`src/rtl/ultrasonic_measd_if.sv`:
```
// Pin and result bundle between the range finder,
// the sensor pins and the consumer logic.
interface ultrasonic_measd_if;
  logic       trigger;
  logic       triggerEn;
  logic       sTrigger;
  logic       sEcho;
  logic [7:0] meas;
  logic       measReady;

  modport master (
    output trigger,
    output triggerEn,
    output sEcho,
    input  sTrigger,
    input  meas,
    input  measReady
  );

  modport slave (
    input  trigger,
    input  triggerEn,
    input  sEcho,
    output sTrigger,
    output meas,
    output measReady
  );
endinterface

```
`src/rtl/ultrasonic_measd.sv`:
```
// HC-SR04 style range finder: trigger pulse out,
// echo width timed and converted to cm.
module ultrasonic_measd #(
  parameter int TRIG_CYCLES  = 2,
  parameter int TICKS_PER_CM = 6,
  parameter int ECHO_TIMEOUT = 3800
) (
  input logic clock,
  input logic reset,
  ultrasonic_measd_if.slave bus
);

  localparam int TCW = (TRIG_CYCLES > 1)
                     ? $clog2(TRIG_CYCLES) : 1;
  localparam int PW  = (TICKS_PER_CM > 1)
                     ? $clog2(TICKS_PER_CM) : 1;
  localparam int TOW = (ECHO_TIMEOUT > 1)
                     ? $clog2(ECHO_TIMEOUT) : 1;

  localparam logic [TCW-1:0] T_LAST = TCW'(TRIG_CYCLES - 1);
  localparam logic [PW-1:0]  P_LAST = PW'(TICKS_PER_CM - 1);
  localparam logic [TOW-1:0] O_LAST = TOW'(ECHO_TIMEOUT - 1);

  typedef enum logic [2:0] {
    IDLE, TRIG, WAIT_ECHO, MEASURE, DONE
  } state_t;

  state_t         state;
  logic           echo_q;
  logic           echo_s;
  logic [TCW-1:0] trig_cnt;
  logic [TOW-1:0] to_cnt;
  logic [PW-1:0]  presc;
  logic [7:0]     cm_cnt;
  logic [PW-1:0]  presc_nxt;
  logic [7:0]     cm_nxt;

  // One echo-high clock: prescaler step, cm count saturating at 255
  always_comb begin
    presc_nxt = presc + PW'(1);
    cm_nxt    = cm_cnt;
    if (presc == P_LAST) begin
      presc_nxt = '0;
      if (cm_cnt != 8'hFF)
        cm_nxt = cm_cnt + 8'd1;
    end
  end

  always_ff @(posedge clock) begin
    if (reset) begin
      state         <= IDLE;
      echo_q        <= 1'b0;
      echo_s        <= 1'b0;
      trig_cnt      <= '0;
      to_cnt        <= '0;
      presc         <= '0;
      cm_cnt        <= '0;
      bus.sTrigger  <= 1'b0;
      bus.meas      <= '0;
      bus.measReady <= 1'b0;
    end else begin
      echo_q <= bus.sEcho;
      echo_s <= echo_q;
      case (state)
        IDLE: begin
          bus.measReady <= 1'b0;
          if (bus.trigger && bus.triggerEn) begin
            state        <= TRIG;
            bus.sTrigger <= 1'b1;
            trig_cnt     <= '0;
            to_cnt       <= '0;
            presc        <= '0;
            cm_cnt       <= '0;
          end
        end
        TRIG: begin
          trig_cnt <= trig_cnt + TCW'(1);
          if (trig_cnt == T_LAST) begin
            bus.sTrigger <= 1'b0;
            to_cnt       <= '0;
            state        <= WAIT_ECHO;
          end
        end
        WAIT_ECHO: begin
          // The clock that sees the rising edge is already echo time
          if (echo_s) begin
            presc  <= presc_nxt;
            cm_cnt <= cm_nxt;
            to_cnt <= '0;
            state  <= MEASURE;
          end else if (to_cnt == O_LAST) begin
            bus.meas      <= 8'hFF;
            bus.measReady <= 1'b1;
            state         <= DONE;
          end else begin
            to_cnt <= to_cnt + TOW'(1);
          end
        end
        MEASURE: begin
          if (!echo_s) begin
            bus.meas      <= cm_cnt;
            bus.measReady <= 1'b1;
            state         <= DONE;
          end else if (to_cnt == O_LAST) begin
            bus.meas      <= 8'hFF;
            bus.measReady <= 1'b1;
            state         <= DONE;
          end else begin
            presc  <= presc_nxt;
            cm_cnt <= cm_nxt;
            to_cnt <= to_cnt + TOW'(1);
          end
        end
        DONE: begin
          bus.measReady <= 1'b0;
          state         <= IDLE;
        end
        default: state <= IDLE;
      endcase
    end
  end

endmodule

```
`src/flat_wrapper.sv`:
```
// flat-port wrapper written by rule: the top's interface ports become plain ports
module ultrasonic_measd_flat 
#(
  parameter int TRIG_CYCLES  = 2,
  parameter int TICKS_PER_CM = 6,
  parameter int ECHO_TIMEOUT = 3800
)
  (clock, reset, bus_trigger, bus_triggerEn, bus_sEcho, bus_sTrigger, bus_meas, bus_measReady);
  ultrasonic_measd_if bus_i ();
  input logic clock;
  input logic reset;
  input wire logic [$bits(bus_i.trigger)-1:0] bus_trigger;
  input wire logic [$bits(bus_i.triggerEn)-1:0] bus_triggerEn;
  input wire logic [$bits(bus_i.sEcho)-1:0] bus_sEcho;
  output wire logic [$bits(bus_i.sTrigger)-1:0] bus_sTrigger;
  output wire logic [$bits(bus_i.meas)-1:0] bus_meas;
  output wire logic [$bits(bus_i.measReady)-1:0] bus_measReady;
  assign bus_i.trigger = bus_trigger;
  assign bus_i.triggerEn = bus_triggerEn;
  assign bus_i.sEcho = bus_sEcho;
  assign bus_sTrigger = bus_i.sTrigger;
  assign bus_meas = bus_i.meas;
  assign bus_measReady = bus_i.measReady;
  ultrasonic_measd #(.TRIG_CYCLES(TRIG_CYCLES), .TICKS_PER_CM(TICKS_PER_CM), .ECHO_TIMEOUT(ECHO_TIMEOUT)) u_core (.clock(clock), .reset(reset), .bus(bus_i));
endmodule
```
`config.mk`:
```
export PLATFORM = sky130hd
export DESIGN_NAME = ultrasonic_measd_flat
export DESIGN_NICKNAME = d
export VERILOG_FILES = /design/src/rtl/ultrasonic_measd_if.sv /design/src/rtl/ultrasonic_measd.sv /design/src/flat_wrapper.sv
export SDC_FILE = /design/constraint.sdc
export NUM_CORES = 1
export LEC_CHECK = 0
export CORE_MARGIN = 4
export CORE_UTILIZATION = 35
export CTS_BUF_LIST = sky130_fd_sc_hd__clkbuf_2 sky130_fd_sc_hd__clkbuf_4 sky130_fd_sc_hd__clkbuf_8
export DETAILED_ROUTE_END_ITERATION = 12
export GPL_TIMING_DRIVEN = 0
export PLACE_DENSITY_LB_ADDON = 0.12
export SETUP_SLACK_MARGIN = 0.02
export SLEW_MARGIN = 10
export SYNTH_ARGS = -nofsm -noshare
export SYNTH_HDL_FRONTEND = slang
export SYNTH_SLANG_ARGS = --single-unit
```
`constraint.sdc`:
```
create_clock -name clock -period 4.7 [get_ports clock]
set_input_delay 1.175 -clock clock [delete_from_list [all_inputs] [get_ports clock]]
set_output_delay 1.175 -clock clock [all_outputs]
set_load 0.01 [all_outputs]
```
==> summary.txt <==
Synth
  • Synth area leaders: dfxtp_1 43%, nor2_1 6.5%, a21oi_1 5.2%
  • Sequential share of the synthesized area: 0.426
  • Synth Cell Area: 1830 um2
  • Post-synth EDFFs: 0
  • Number of synthesized register bits: 39
  • Synth area leader: dfxtp_1
  • Asr flop ratio synth: 0
  • Number of library cell types mapped by synthesis: 44
  • Syn Inst Count: 217
  • Post-synth top area share: 0.426
  • Synth warn: 0
  • Synth Area per Inst: 8.45 um2
  • Primary FF master, synth: dfxtp_1
  • Post-Syn Nets: between 200 and 250

Cells and area
  • Area delta synth->final: 16.7%
  • Commonest non-fill, non-tap cell in the layout: dfxtp_1
  • Layout cell share with drive strength beyond 1: 0.0924
  • Final nets: 244
  • Diodes inserted: 0
  • Fillers: roughly 550
  • Area of the multi-input gates: approximately 970 um2
  • Commonest non-fill, non-tap cells in the layout: 39 x dfxtp_1, 32 x nor2_1, 19 x a21oi_1, 13 x clkdlybuf4s50_1
  • Seq. cell area: 781 um2
  • Core Util, Final: 0.419

Worst setup path
  • Arrival time worst endpoint: approximately 3000 ps
  • Startpoint types: input pin
  • Crit path required time: 4920 ps
  • WS Path Type: input pin to flop
  • Worst r2r src: u_core.to_cnt[0]
  • Slowest-stage cell, CP: clkdlybuf4s50_1
  • Crit path from: bus_trigger
  • Worst Setup End Kind: flop
  • CP max FO: 10
  • Critical path cell sequence: clkdlybuf4s50_1, nand4bb_1, a21oi_2, o221ai_2, buf_2, or3_1, a21oi_1
  • Critical Path Max Stage Delay: roughly 530 ps

Global routing
  • Global route overflow: 0
  • Antenna violations before repair: 0
  • Gr usage total: 0.133
  • First-pass GRT wire length: between 6000 and 7000 um
  • Largest net degree at the start of global routing: 13
  • Vias in the first global route: 1451

Pwr
  • P per Cell Area: 287 nW/um2
  • Peak supply drop: 0.136 mV
  • Leakage: 0.704 nW

Floorplanning
  • Die X: 80.4 um
  • Site Rows: 26
  • Full die area: 6460 um2
  • Starting density of the core: 0.359
  • Core Area: 5110 um2
  • Die height: around 80 um
  • I/O Pins: 15

Clock tree
  • Post-CTS setup repair buffer count: 0
  • CTS resizes: 0
  • Post-CTS Hold Buffers: 0
  • Root buf cell: clkbuf_8
  • Clock tree sinks: 39
  • H-tree depth: 2
  • CTS tree: yes
  • Clock tree buffer depth: 2
  • CTS buffer count: 5
  • Worst-path clk slew: approximately 80 ps
  • Skew-Pair Late Insertion Delay: just under 300 ps

Worst hold path
  • Hold Crit Class: flop to flop
  • Hold_sp: u_core.echo_q

STA
  • Final count of negative-setup-slack endpoints: 0
  • Final hold violations: 0
  • RSZ-0062 raised after global routing: no
  • Skew final: ~9 ps
  • Worst Tran Pin Value: ~560 ps
  • Tmin final: 2730 ps
  • Final Max Tran Viols: 0
  • Setup tns final: 0 ps
  • Period utilization: 0.581
  • F_max: 366 MHz
  • Slew HR: 0.629

Run status
  • Status: completed

Drt
  • 1st-iter DRT viols: 79
  • DRT Pass-1 Iters: 4
  • WL per Instance: 12.9 um
  • Total number of vias: between 1500 and 2000
  • Post-DR vias/cell: 5.16
  • ANT nets after route: 0
  • Final wirelength: 3980 um
  • Drt drc: 0

Place
  • I/O Buffers: 13
  • Placer Congestion: roughly 0.8
  • DP HPWL: 2870 um

Job
  • Maxcap violations: 0
area by class of cell:
class,instances,area share
Timing Repair Buffer,13,0.0608
Clock buffer,6,0.0357
Multi-Input combinational cell,161,0.454
Buffer,9,0.0240
Tap cell,70,0.0409
Sequential cell,39,0.365
Clock inverter,2,0.00584
Inverter,8,0.0140
worst max-delay path: cells and delay by family:
kind                   cells  cell delay [ps]
AOI/OAI and AO/OA          3              510
buffers and inverters      2              750
and+or+nand+nor            2              520
Yosys cell counts, types with 4 or more instances:
library cell,instances
o21ai_0,12
nand4_1,7
nor3_1,11
nand2_1,12
nor2b_1,4
xor2_1,5
a21oi_1,19
inv_1,8
or4_1,4
dfxtp_1,39
clkbuf_1,5
nor2_1,32
or3_1,9
nand3_1,8
path summary, 6_finish.rpt:
| path | end | slack (ps) | cells past startpoint |
|---|---|---|---|
| hold reg to reg | u_core.echo_s | 450 | 1 |
| setup reg to reg | u_core.cm_cnt[1] | 2600 | 7 |
| setup / recovery | u_core.cm_cnt[6] | 1970 | 7 |
| hold / removal | u_core.echo_s | 450 | 1 |
cells by family after synthesis:
group           synth area share
fa+ha+maj                 0.0136
compound gates             0.164
mux                       0.0225
xor+xnor                  0.0239
buf+inv                   0.0443
simple gates               0.306
flops                      0.426
report_power, final:
part	internal [W]	total [W]	switching (W)
clock	0.000110	0.000225	0.000116
sequential	0.000336	0.000342	0.00000575
combinational	0.0000194	0.0000483	0.0000289
total	0.000465	0.000615	0.000150
routing by layer:
layer  global-route usage  up-vias  share of wire  wire [um]
met4               0.0456        0          0.010         40
li1                     -      817              -          -
met1                0.189      733           0.52       2070
met2                0.196       32           0.43       1730
met5                    0        -              0          0
met3               0.0291        6          0.035        141
through the flow:
step	instances	instance area, um2	setup WS [ps]	hold WS [ps]	total power (W)
after global routing	308	2140	1880	453	0.000645
final	308	2140	1970	446	0.000615
after CTS	308	2140	1970	450	0.000625
after detailed placement	300	2050	1680	450	0.000398
after global placement	300	2050	1680	431	0.000398
after floorplan	217	1830	2400	414	0.000383
flip-flops by register name, indices dropped and copies added, names as in the netlist:
signal,count
u_core.bus.sTrigger,1
u_core.presc,3
u_core.to_cnt,12
u_core.echo_q,1
u_core.bus.meas,8
u_core.state,3
u_core.cm_cnt,8
u_core.trig_cnt,1
u_core.bus.measReady,1
u_core.echo_s,1
Power figures use the tool's default switching activity.
